--- config.mk ---
export PLATFORM = sky130hd
export DESIGN_NAME = matrix_store_writer_flat
export DESIGN_NICKNAME = d
export VERILOG_FILES = /design/src/rtl/matrix_store_writer_if.sv /design/src/rtl/matrix_store_writer.sv /design/src/flat_wrapper.sv
export SDC_FILE = /design/constraint.sdc
export NUM_CORES = 1
export LEC_CHECK = 0
export CAP_MARGIN = 0
export CORE_ASPECT_RATIO = 1.2
export CORE_MARGIN = 8
export CORE_UTILIZATION = 56
export CTS_BUF_LIST = sky130_fd_sc_hd__clkbuf_8 sky130_fd_sc_hd__clkbuf_16
export CTS_CLUSTER_SIZE = 16
export DETAILED_ROUTE_END_ITERATION = 7
export GPL_TIMING_DRIVEN = 0
export MAX_ROUTING_LAYER = met4
export PLACE_DENSITY = 0.88
export SLEW_MARGIN = 20
export SYNTH_ARGS = -nofsm -noshare
export SYNTH_HDL_FRONTEND = slang
export SYNTH_SLANG_ARGS = --single-unit
export TNS_END_PERCENT = 100
--- constraint.sdc ---
create_clock -name clk -period 12.6 [get_ports clk]
set_input_delay 3.78 -clock clk [delete_from_list [all_inputs] [get_ports clk]]
set_output_delay 3.78 -clock clk [all_outputs]
set_load 0.005 [all_outputs]
--- src/rtl/matrix_store_writer_if.sv ---
// Handshake, memory-write and metadata signals of the matrix store writer.
// master drives headers, elements, aborts and clears; slave is the writer itself.
interface matrix_store_writer_if #(
    parameter int unsigned SLOTS  = 10,
    parameter int unsigned DATA_W = 8,
    parameter int unsigned ADDR_W = 8
);
    logic                  cmd_valid;
    logic                  cmd_ready;
    logic [2:0]            cmd_m;
    logic [2:0]            cmd_n;
    logic                  elem_valid;
    logic                  elem_ready;
    logic [DATA_W-1:0]     elem_data;
    logic                  wr_abort;
    logic                  clr_valid;
    logic [3:0]            clr_id;
    logic                  mem_we;
    logic [ADDR_W-1:0]     mem_addr;
    logic [DATA_W-1:0]     mem_wdata;
    logic [3*SLOTS-1:0]    meta_m_flat;
    logic [3*SLOTS-1:0]    meta_n_flat;
    logic [SLOTS-1:0]      meta_valid;
    logic                  wr_done;
    logic [3:0]            wr_slot;
    logic                  wr_error;
    logic                  busy;
    logic [3:0]            valid_count;

    modport master (
        output cmd_valid, cmd_m, cmd_n, elem_valid, elem_data, wr_abort, clr_valid, clr_id,
        input  cmd_ready, elem_ready, mem_we, mem_addr, mem_wdata, meta_m_flat, meta_n_flat,
               meta_valid, wr_done, wr_slot, wr_error, busy, valid_count
    );

    modport slave (
        input  cmd_valid, cmd_m, cmd_n, elem_valid, elem_data, wr_abort, clr_valid, clr_id,
        output cmd_ready, elem_ready, mem_we, mem_addr, mem_wdata, meta_m_flat, meta_n_flat,
               meta_valid, wr_done, wr_slot, wr_error, busy, valid_count
    );
endinterface

--- src/rtl/matrix_store_writer.sv ---
// Write side of the matrix metadata table: allocates a slot, streams elements
// into the shared matrix memory and publishes per-slot m/n/valid metadata.
module matrix_store_writer #(
    parameter int unsigned SLOTS   = 10,
    parameter int unsigned MAX_DIM = 5,
    parameter int unsigned DATA_W  = 8,
    parameter int unsigned ADDR_W  = 8
) (
    input  logic                     clk,
    input  logic                     rst,
    matrix_store_writer_if.slave     bus
);
    localparam int unsigned DIM_W = 3;
    localparam int unsigned ID_W  = 4;
    localparam int unsigned CELLS = MAX_DIM * MAX_DIM;
    localparam int unsigned CNT_W = $clog2(CELLS + 1);

    typedef enum logic [2:0] {IDLE, CHECK, ALLOC, WRITE, COMMIT} state_t;

    state_t            state;
    logic [DIM_W-1:0]  m_q, n_q;
    logic [ID_W-1:0]   target, rr_ptr, free_idx, alloc_idx;
    logic              all_valid;
    logic [CNT_W-1:0]  cnt, last_idx;
    logic [ADDR_W-1:0] wr_addr;
    logic              dims_bad;

    assign bus.cmd_ready   = (state == IDLE) && !bus.clr_valid;
    assign bus.elem_ready  = (state == WRITE);
    assign bus.valid_count = ID_W'($countones(bus.meta_valid));

    assign last_idx = CNT_W'(m_q) * CNT_W'(n_q) - CNT_W'(1);
    assign wr_addr  = ADDR_W'(target) * ADDR_W'(CELLS) + ADDR_W'(cnt);
    assign dims_bad = (m_q == '0) || (n_q == '0) ||
                      (m_q > DIM_W'(MAX_DIM)) || (n_q > DIM_W'(MAX_DIM));

    // Lowest free slot; falls back to the round-robin victim when the table is full.
    always_comb begin
        free_idx  = '0;
        all_valid = 1'b1;
        for (int i = int'(SLOTS) - 1; i >= 0; i--) begin
            if (!bus.meta_valid[i]) begin
                free_idx  = ID_W'(i);
                all_valid = 1'b0;
            end
        end
        alloc_idx = all_valid ? rr_ptr : free_idx;
    end

    always_ff @(posedge clk or posedge rst) begin
        if (rst) begin
            state           <= IDLE;
            m_q             <= '0;
            n_q             <= '0;
            target          <= '0;
            rr_ptr          <= '0;
            cnt             <= '0;
            bus.mem_we      <= 1'b0;
            bus.mem_addr    <= '0;
            bus.mem_wdata   <= '0;
            bus.meta_m_flat <= '0;
            bus.meta_n_flat <= '0;
            bus.meta_valid  <= '0;
            bus.wr_done     <= 1'b0;
            bus.wr_slot     <= '0;
            bus.wr_error    <= 1'b0;
            bus.busy        <= 1'b0;
        end else begin
            bus.mem_we   <= 1'b0;
            bus.wr_done  <= 1'b0;
            bus.wr_error <= 1'b0;
            case (state)
                IDLE: begin
                    if (bus.clr_valid) begin
                        if (bus.clr_id < ID_W'(SLOTS)) bus.meta_valid[bus.clr_id] <= 1'b0;
                        else                           bus.wr_error <= 1'b1;
                    end else if (bus.cmd_valid) begin
                        m_q      <= bus.cmd_m;
                        n_q      <= bus.cmd_n;
                        state    <= CHECK;
                        bus.busy <= 1'b1;
                    end
                end
                CHECK: begin
                    if (bus.wr_abort || dims_bad) begin
                        bus.wr_error <= 1'b1;
                        state        <= IDLE;
                        bus.busy     <= 1'b0;
                    end else begin
                        state <= ALLOC;
                    end
                end
                ALLOC: begin
                    if (bus.wr_abort) begin
                        bus.wr_error <= 1'b1;
                        state        <= IDLE;
                        bus.busy     <= 1'b0;
                    end else begin
                        // Hide the target before any element lands in it.
                        target                    <= alloc_idx;
                        bus.meta_valid[alloc_idx] <= 1'b0;
                        if (all_valid)
                            rr_ptr <= (rr_ptr == ID_W'(SLOTS - 1)) ? '0 : rr_ptr + ID_W'(1);
                        cnt   <= '0;
                        state <= WRITE;
                    end
                end
                WRITE: begin
                    if (bus.wr_abort) begin
                        bus.wr_error <= 1'b1;
                        state        <= IDLE;
                        bus.busy     <= 1'b0;
                    end else if (bus.elem_valid) begin
                        bus.mem_we    <= 1'b1;
                        bus.mem_addr  <= wr_addr;
                        bus.mem_wdata <= bus.elem_data;
                        cnt           <= cnt + CNT_W'(1);
                        if (cnt == last_idx) state <= COMMIT;
                    end
                end
                COMMIT: begin
                    bus.meta_m_flat[DIM_W*target +: DIM_W] <= m_q;
                    bus.meta_n_flat[DIM_W*target +: DIM_W] <= n_q;
                    bus.meta_valid[target]                 <= 1'b1;
                    bus.wr_slot                            <= target;
                    bus.wr_done                            <= 1'b1;
                    state                                  <= IDLE;
                    bus.busy                               <= 1'b0;
                end
                default: begin
                    state    <= IDLE;
                    bus.busy <= 1'b0;
                end
            endcase
        end
    end
endmodule

--- src/flat_wrapper.sv ---
// flat-port wrapper written by rule: the top's interface ports become plain ports
module matrix_store_writer_flat 
#(
    parameter int unsigned SLOTS   = 10,
    parameter int unsigned MAX_DIM = 5,
    parameter int unsigned DATA_W  = 8,
    parameter int unsigned ADDR_W  = 8
)
  (clk, rst, bus_cmd_valid, bus_cmd_m, bus_cmd_n, bus_elem_valid, bus_elem_data, bus_wr_abort, bus_clr_valid, bus_clr_id, bus_cmd_ready, bus_elem_ready, bus_mem_we, bus_mem_addr, bus_mem_wdata, bus_meta_m_flat, bus_meta_n_flat, bus_meta_valid, bus_wr_done, bus_wr_slot, bus_wr_error, bus_busy, bus_valid_count);
  matrix_store_writer_if #(.SLOTS(SLOTS), .DATA_W(DATA_W), .ADDR_W(ADDR_W)) bus_i ();
  input  logic clk;
  input  logic rst;
  input wire logic [$bits(bus_i.cmd_valid)-1:0] bus_cmd_valid;
  input wire logic [$bits(bus_i.cmd_m)-1:0] bus_cmd_m;
  input wire logic [$bits(bus_i.cmd_n)-1:0] bus_cmd_n;
  input wire logic [$bits(bus_i.elem_valid)-1:0] bus_elem_valid;
  input wire logic [$bits(bus_i.elem_data)-1:0] bus_elem_data;
  input wire logic [$bits(bus_i.wr_abort)-1:0] bus_wr_abort;
  input wire logic [$bits(bus_i.clr_valid)-1:0] bus_clr_valid;
  input wire logic [$bits(bus_i.clr_id)-1:0] bus_clr_id;
  output wire logic [$bits(bus_i.cmd_ready)-1:0] bus_cmd_ready;
  output wire logic [$bits(bus_i.elem_ready)-1:0] bus_elem_ready;
  output wire logic [$bits(bus_i.mem_we)-1:0] bus_mem_we;
  output wire logic [$bits(bus_i.mem_addr)-1:0] bus_mem_addr;
  output wire logic [$bits(bus_i.mem_wdata)-1:0] bus_mem_wdata;
  output wire logic [$bits(bus_i.meta_m_flat)-1:0] bus_meta_m_flat;
  output wire logic [$bits(bus_i.meta_n_flat)-1:0] bus_meta_n_flat;
  output wire logic [$bits(bus_i.meta_valid)-1:0] bus_meta_valid;
  output wire logic [$bits(bus_i.wr_done)-1:0] bus_wr_done;
  output wire logic [$bits(bus_i.wr_slot)-1:0] bus_wr_slot;
  output wire logic [$bits(bus_i.wr_error)-1:0] bus_wr_error;
  output wire logic [$bits(bus_i.busy)-1:0] bus_busy;
  output wire logic [$bits(bus_i.valid_count)-1:0] bus_valid_count;
  assign bus_i.cmd_valid = bus_cmd_valid;
  assign bus_i.cmd_m = bus_cmd_m;
  assign bus_i.cmd_n = bus_cmd_n;
  assign bus_i.elem_valid = bus_elem_valid;
  assign bus_i.elem_data = bus_elem_data;
  assign bus_i.wr_abort = bus_wr_abort;
  assign bus_i.clr_valid = bus_clr_valid;
  assign bus_i.clr_id = bus_clr_id;
  assign bus_cmd_ready = bus_i.cmd_ready;
  assign bus_elem_ready = bus_i.elem_ready;
  assign bus_mem_we = bus_i.mem_we;
  assign bus_mem_addr = bus_i.mem_addr;
  assign bus_mem_wdata = bus_i.mem_wdata;
  assign bus_meta_m_flat = bus_i.meta_m_flat;
  assign bus_meta_n_flat = bus_i.meta_n_flat;
  assign bus_meta_valid = bus_i.meta_valid;
  assign bus_wr_done = bus_i.wr_done;
  assign bus_wr_slot = bus_i.wr_slot;
  assign bus_wr_error = bus_i.wr_error;
  assign bus_busy = bus_i.busy;
  assign bus_valid_count = bus_i.valid_count;
  matrix_store_writer #(.SLOTS(SLOTS), .MAX_DIM(MAX_DIM), .DATA_W(DATA_W), .ADDR_W(ADDR_W)) u_core (.clk(clk), .rst(rst), .bus(bus_i));
endmodule
=== Word-level counts from Yosys, hierarchy flattened ===
Cells that the tools add are included.

* Flip-flop bits (word level): 116
* Latch bits: 0
* Bits in writable memories: 0
* ROM bits: 0
* Input port bits: 24
* Output and inout bits: 100
* Logic and storage cells: 152
* Memories kept: 0

* Add/sub/neg operators: 14
* Multiply operators: 3
* Divide/modulo/power cells: 0
* $lt $le $gt $ge: 9
* Equality and inequality tests: 17
* Shift operators: 3
* Multiplexer cells: 60
* Bitwise gates (word level): 7
* Reduce and logical (&&, ||, !) cells: 23

{| class="wikitable"
|+ Operator list
! cell !! count
|-
| $shiftx A3 B34 Y30 || 2
|-
| $bwmux W30 || 2
|-
| $mux W4 || 12
|-
| $neg A6 Y34 || 1
|-
| $shift A3 B34 Y30 const A || 1
|-
| $mux W10 || 3
|-
| $pmux W10 S3 || 1
|-
| $mux W1 || 25
|-
| $and A10 B10 Y10 || 2
|-
| $not A10 Y10 || 2
|-
| $add A4 B4 Y4 || 4
|-
| $reduce_and A4 Y1 || 4
|-
| $lt A4 B5 Y1 const B || 3
|-
| $mux W3 || 5
|-
| $mux W5 || 3
|-
| $ne A2 B2 Y1 const B || 7
|-
| $demux W1 S4 || 3
|-
| $ge A4 B1 Y1 const B || 3
|-
| $pmux W3 S4 || 1
|-
| $add A1 B1 Y2 || 5
|-
| $or A10 B10 Y10 || 1
|-
| $pmux W5 S2 || 1
|-
| $logic_not A3 Y1 || 3
|-
| $reduce_and A3 Y1 || 3
|-
| 27 further kinds || 39
|}

=== Logic depth before layout (Yosys ltp) ===
Gate-level depths: netlist of run 1.

* Depth in word-level cells: 19
* Depth in mapped cells: 11
* Mapped depth without buffers: 11

=== Worst setup path before layout of run 1 ===
OpenSTA, ideal clock, no wires.

* Path type: input -> output
* From: input port bus_clr_valid
* To: output port bus_cmd_ready
* Data arrival time: 3.996 ns
* Required time: 8.820 ns
* Slack: 4.824 ns
* Stages on the path: 1
* Path buffers: 0
* Path through: nor4_1

* Longest elaborated chain between the ends: 2

{| class="wikitable"
|+ RTL lines
! what !! line !! text
|-
| start: declaration || flat_wrapper.sv:19 || <nowiki>input wire logic [$bits(bus_i.clr_valid)-1:0] bus_clr_valid;</nowiki>
|-
| $logic_not A1 Y1 || matrix_store_writer.sv:28 || <nowiki>assign bus.cmd_ready = (state == IDLE) && !bus.clr_valid;</nowiki>
|-
| $logic_and A1 B1 Y1 || matrix_store_writer.sv:28 ||
|-
| end: declaration || flat_wrapper.sv:21 || <nowiki>output wire logic [$bits(bus_i.cmd_ready)-1:0] bus_cmd_ready;</nowiki>
|}

No other way between the ends.

=== Final worst setup path of run 1 ===
Ends and elaborated chain as after synthesis.

==> results of run 1 <==
-- cell families (layout without fill, tap and decap cells) --
kind of cell	after synthesis	after routing	share of synthesized area [%]
and+or+nand+nor	180	180	14.3
DFF	116	116	45.8
AOI/OAI and AO/OA	97	97	9.75
muxes	69	69	12.2
adders and majority gates	53	53	11.6
buffers and inverters	53	209	3.32
xor gates and xnor gates	20	20	2.98
-- worst max path at each step --
stage / from / slack [ns] / to
after CTS: bus_clr_valid / 3.59 / bus_cmd_ready
after floorplan: bus_clr_valid / 4.82 / bus_cmd_ready
after global routing: bus_clr_valid / 3.49 / bus_cmd_ready
after detailed placement: bus_clr_valid / 3.60 / bus_cmd_ready
final: bus_clr_valid / 3.52 / bus_cmd_ready
after global placement: bus_clr_valid / 3.56 / bus_cmd_ready
-- metal layers --
layer | global-route usage (%) | vias to the layer above | share of wire, %
li1 | - | 2369 | -
met1 | 27.2 | 2560 | 38
met2 | 41.3 | 227 | 51
met5 | - | - | 0
met4 | 15.1 | 0 | 4.7
met3 | 5.78 | 68 | 5.7
-- cell type report --
type | count | area, sq um
Multi-Input combinational cell | 419 | 3230
Sequential cell | 116 | 2900
Fill cell | 713 | 2650
Timing Repair Buffer | 124 | 1260
Clock buffer | 19 | 453
Clock inverter | 13 | 170
Tap cell | 132 | 165
Inverter | 32 | 125
Buffer | 21 | 90.1
-- stage by stage --
stage               hold slack (ns)  cell area, sq um
floorplan                     0.467              6340
global placement              0.458              7730
detailed placement            0.463              7770
CTS                           0.476              8390
global route                  0.492              8390
finish                        0.471              8390
-- critical path, delay by kind of cell --
| kind | cells | cell delay, ns |
|---|---|---|
| AND/OR/NAND/NOR | 1 | 0.41 |
| buffers and inverters | 2 | 1.11 |
-- report_power, final --
part / switching (W) / internal, W
logic: 0.000372 / 0.000306
registers: 0.0000483 / 0.000419
clock network: 0.000180 / 0.000324
-- sequential cells by signal, indices dropped and copies added (netlist names), 3 cells and up --
name                    count
u_core.bus.mem_addr         8
u_core.bus.mem_wdata        8
u_core.bus.meta_m_flat     30
u_core.bus.meta_n_flat     30
u_core.bus.meta_valid      10
u_core.bus.wr_slot          4
u_core.cnt                  5
u_core.m_q                  3
u_core.n_q                  3
u_core.rr_ptr               4
u_core.state                3
u_core.target               4
-- placed cells by master (no fill, tap or decap), drive strengths merged, types with 12 or more instances in the layout --
cell           count
nor2              14
ha                43
mux2              66
and3              12
nand3             12
dfrtp            116
inv               36
xnor2             14
clkbuf            35
nand2             80
clkdlybuf4s50    123
o21ai             35
==> metrics.yaml, run 1 <==
yosys:
  yosysTopAreaCell: "dfrtp_1"
  syn-instance-count: 588
  synth_ff_type: "dfrtp_1"
  synth_top_area_share_pct: 45.8
  synthTopCellsByCount: "dfrtp_1, nand2_1, mux2_2"
  ys_seq_area_share_pct: 45.8
  syn_avg_cell_area_sq_um: 10.8
  synth-warning-count: 0
  synth_most_common_cell: "dfrtp_1"
  syn_nets: 665
  synth_seq_cells: 116
  ys_types: 61
  async_flop_share_pct: 100
  synth.area.top_cells: "dfrtp_1, mux2_2, ha_1, nand2_1, fa_1"
  syn_area_sq_um: 6340
  synth_edf_count: 0
place:
  port_buffers: 123
  gp_congestion: 0.959
  place_worst_setup_slack_ns: 3.60
  placed_cells: 844
  dpl.hpwl_mm: 13.0
worst_setup_path:
  cp.required_ns: 8.82
  worstReg2RegEnd: "u_core.state[1]$_DFFE_PP0P_"
  critical_path_class: "input pin to output port"
  cp.arrival_ns: 5.30
  critical_path.max_fanout: 4
  critPathLaunchType: "input pin"
  slowest_delay_ns: 0.61
  cpMostUsedCell: "clkdlybuf4s50_1"
  timing.rr.start: "u_core.n_q[1]$_DFFE_PP0P_"
  crit_chain: "clkdlybuf4s50_1 -> nor4_1 -> clkdlybuf4s50_1"
  endpoint_kind: "output port"
  slowest_stage: "clkdlybuf4s50_1"
  rrSetupSlack_ns: 8.90
  worstRegToRegCells: 10
floorplanning:
  core_area_sq_um: 11000
  ioPinCount: 124
  dieArea_sq_um: 15000
  rows: 42
  initial_core_util_pct: 57.4
  fp.dieH_um: 133
  die_w_um: 113
power:
  total_leakage_power_nw: 3.98
  p_total_w: 0.00165
  vdd_drop_max_v: 0.000184
  powerDensity_nw_per_um2: 197
clocking:
  clk_latency_ns: 0.42
  postCtsHoldBufs: 0
  numCtsBuffers: 17
  clk_pin_slew_ns: 0.05
  cts_root_buf: "clkbuf_16"
  clock_sinks: 116
  clk_path_buf_depth: 2
  postCtsSetupBuffers: 0
  cts_tree: "built"
  cts_htree_levels: 4
  cts_resized: 0
finish:
  nets: 808
  layout-drive-gt1-share_pct: 14.5
  insertedDiodeCount: 0
  synthToLayoutAreaGrowth_pct: 32.4
  final_util_pct: 76.0
  fin_cells: 876
sta:
  rsz0062_at_grt: "false"
  finalCriticalPeriod_ns: 9.08
  slew_viol_final: 0
  finalSetupViolations: 0
  slew_headroom_pct: 52.9
  fin_crit_sh_pct: 72.1
  fin_ws_ns: 3.52
  max_freq_mhz: 110
  skew_ns: 0.00786
  final-hold-violation-count: 0
  setup_tns_ns: 0
  tightest_slew_ns: 0.701
run_status:
  status: "finished clean"
global_routing:
  antenna_found_initial: 0
  grt_max_degree: 78
  grt_pass1_wl_mm: 29.0
  grt.overflow.total: 0
  grt_pass1_vias: 5546
  track_usage_pct: 25.1
min_path:
  min_to: "u_core.bus.mem_wdata[5]$_DFFE_PP0P_"
  worstHoldStart: "u_core.bus.mem_wdata[5]$_DFFE_PP0P_"
  hold_class: "flop to flop"
  min_path_cells: 2
drt:
  drtIter0Drc: 351
  drc: 0
  wl_mm: 18.1
  antenna_left: 0
  via_per_inst: 5.96
  first_pass_iters: 4
  post_drt_wl_per_cell_um: 20.7
  vias: 5224
flow_run:
  cap_violations: 0
No activity file was read; power rests on OpenSTA's default activity.
==> run 2: changes to the inputs <==
Settings changed: CORE_UTILIZATION 56 to 47, PLACE_DENSITY 0.88 to 0.79.
Clock period 12.6 ns to 8.1 ns, I/O delays scaled along.
==> run 2 against run 1 <==
First-iteration DRC count decreased by 21%; cell area increased by 0.31%; sequential cell count unchanged; die area increased by 17%; via count decreased by 1.8%; combinational power increased by 52%; clock power increased by 52%; hold slack about the same; sequential share of layout area decreased by 0.11 points; largest cell class unchanged.
==> metrics.yaml, run 2 (same netlist as run 1, synthesis figures left out) <==
run_status:
  status: "finished clean"
clocking:
  cts_resized: 0
  clk_pin_slew_ns: 0.06
  postCtsSetupBuffers: 0
  numCtsBuffers: 17
  postCtsHoldBufs: 0
  cts_tree: "built"
  cts_root_buf: "clkbuf_16"
  clk_path_buf_depth: 2
  clk_latency_ns: 0.42
  clock_sinks: 116
  cts_htree_levels: 4
min_path:
  min_to: "u_core.bus.mem_wdata[7]$_DFFE_PP0P_"
  hold_class: "flop to flop"
  min_path_cells: 2
  worstHoldStart: "u_core.bus.mem_wdata[7]$_DFFE_PP0P_"
worst_setup_path:
  worstRegToRegCells: 10
  critical_path.max_fanout: 4
  worstReg2RegEnd: "u_core.state[1]$_DFFE_PP0P_"
  critPathLaunchType: "input pin"
  rrSetupSlack_ns: 4.59
  cp.arrival_ns: 3.87
  endpoint_kind: "output port"
  cp.required_ns: 5.67
  timing.rr.start: "u_core.n_q[2]$_DFFE_PP0P_"
  critical_path_class: "input pin to output port"
global_routing:
  gr-usage-met3_pct: 4.86
  grt.overflow.total: 0
  grtUsageMet2_pct: 35.8
  top_usage_layer: "met2"
  gr-usage-met1_pct: 23.1
  antenna_found_initial: 0
  grt_max_degree: 79
  grt_pass1_vias: 5642
  grt_pass1_wl_mm: 28.2
  track_usage_pct: 21.2
finish:
  synthToLayoutAreaGrowth_pct: 32.8
  nets: 808
  layout-drive-gt1-share_pct: 14.5
  final_util_pct: 63.9
  top_regs: "u_core.bus.meta_m_flat x30, u_core.bus.meta_n_flat x30, u_core.bus.meta_valid x10"
  fillerInstances: 1031
  fin_area_sq_um: 8420
  final_cell_mix: "clkdlybuf4s50_1, dfrtp_1, nand2_1"
  insertedDiodeCount: 0
  final_common_cell: "clkdlybuf4s50_1"
drt:
  post_drt_wl_per_cell_um: 19.0
  drtIter0Drc: 279
  vias: 5131
  wl_mm: 17.4
  antenna_left: 0
  first_pass_iters: 7
  drc: 0
  via_per_inst: 5.63
sta:
  whs_ns: 0.471
  max_freq_mhz: 159
  setup_tns_ns: 0
  finalCriticalPeriod_ns: 6.30
  tightest_slew_ns: 0.569
  fin_crit_sh_pct: 77.8
  fin_ws_ns: 1.80
  slew_headroom_pct: 61.8
  final-hold-violation-count: 0
  rsz0062_at_grt: "false"
  slew_viol_final: 0
  finalSetupViolations: 0
  skew_ns: 0.0136
flow_run:
  cap_violations: 0
place:
  dpl.hpwl_mm: 12.9
  port_buffers: 123
  place_worst_setup_slack_ns: 1.76
  gp_congestion: 0.964
  postPlaceCellArea_sq_um: 7810
power:
  p_clk_share_pct: 30.5
  p_int_w: 0.00159
  vdd_drop_max_v: 0.000227
  seqPwrFrac_pct: 28.7
  p_sw_share_pct: 36.7
  pwr-share-comb_pct: 40.8
  powerDensity_nw_per_um2: 299
  power_switching_w: 0.000925
  total_leakage_power_nw: 3.97
floorplanning:
  initial_core_util_pct: 48.1
  rows: 46
  dieArea_sq_um: 17500
  die_w_um: 122
  fp.dieH_um: 143
  ioPinCount: 124
  core_area_sq_um: 13200
-- run 2: worst max-delay path by stage --
stage / slack [ns] / end / startpoint
after CTS: 1.75 / bus_cmd_ready / bus_clr_valid
after global placement: 1.16 / u_core.bus.mem_wdata[2]$_DFFE_PP0P_ / rst
final: 1.80 / bus_cmd_ready / bus_clr_valid
after detailed placement: 1.76 / bus_cmd_ready / bus_clr_valid
after global routing: 1.71 / bus_valid_count[2] / u_core.bus.meta_valid[0]$_DFFE_PP0P_
after floorplan: 2.60 / u_core.bus.busy$_DFFE_PP0P_ / rst
-- run 2: layout make-up --
type / instances / area [sq um] / area share, %
multi-input combinational: 419 / 3230 / 38.3
sequential: 116 / 2900 / 34.5
timing repair buffer: 124 / 1260 / 15.0
clock buffer: 18 / 439 / 5.22
tap: 168 / 210 / 2.50
clock inverter: 14 / 165 / 1.96
inverter: 32 / 125 / 1.49
buffer: 21 / 90.1 / 1.07
-- run 2: routing by layer --
layer	part of all wire [%]	routed length, um
met4	2.9	503
met2	52	9010
met3	5.0	871
met5	0	0
met1	40	6970
-- run 2: power by group through the flow --
stage / combinational [W] / sequential [W] / clock, W
after detailed placement: 0.00102 / 0.000731 / 0
after floorplan: 0.000674 / 0.000717 / 0
final: 0.00103 / 0.000722 / 0.000767
after global routing: 0.00114 / 0.000733 / 0.000803
after CTS: 0.00104 / 0.000721 / 0.000775
after global placement: 0.000966 / 0.000728 / 0
-- run 2: worst max-delay path, stage by stage --
cell and delay (ns):
clkdlybuf4s50_1 0.51, nor4_1 0.35, clkdlybuf4s50_1 0.58
-- run 2: stage by stage --
stage          total power, W  std cells
6_report              0.00252        912
5_1_grt               0.00268        912
2_1_floorplan         0.00139        588
4_1_cts               0.00253        912
3_3_place_gp          0.00169        879
3_5_place_dp          0.00175        880
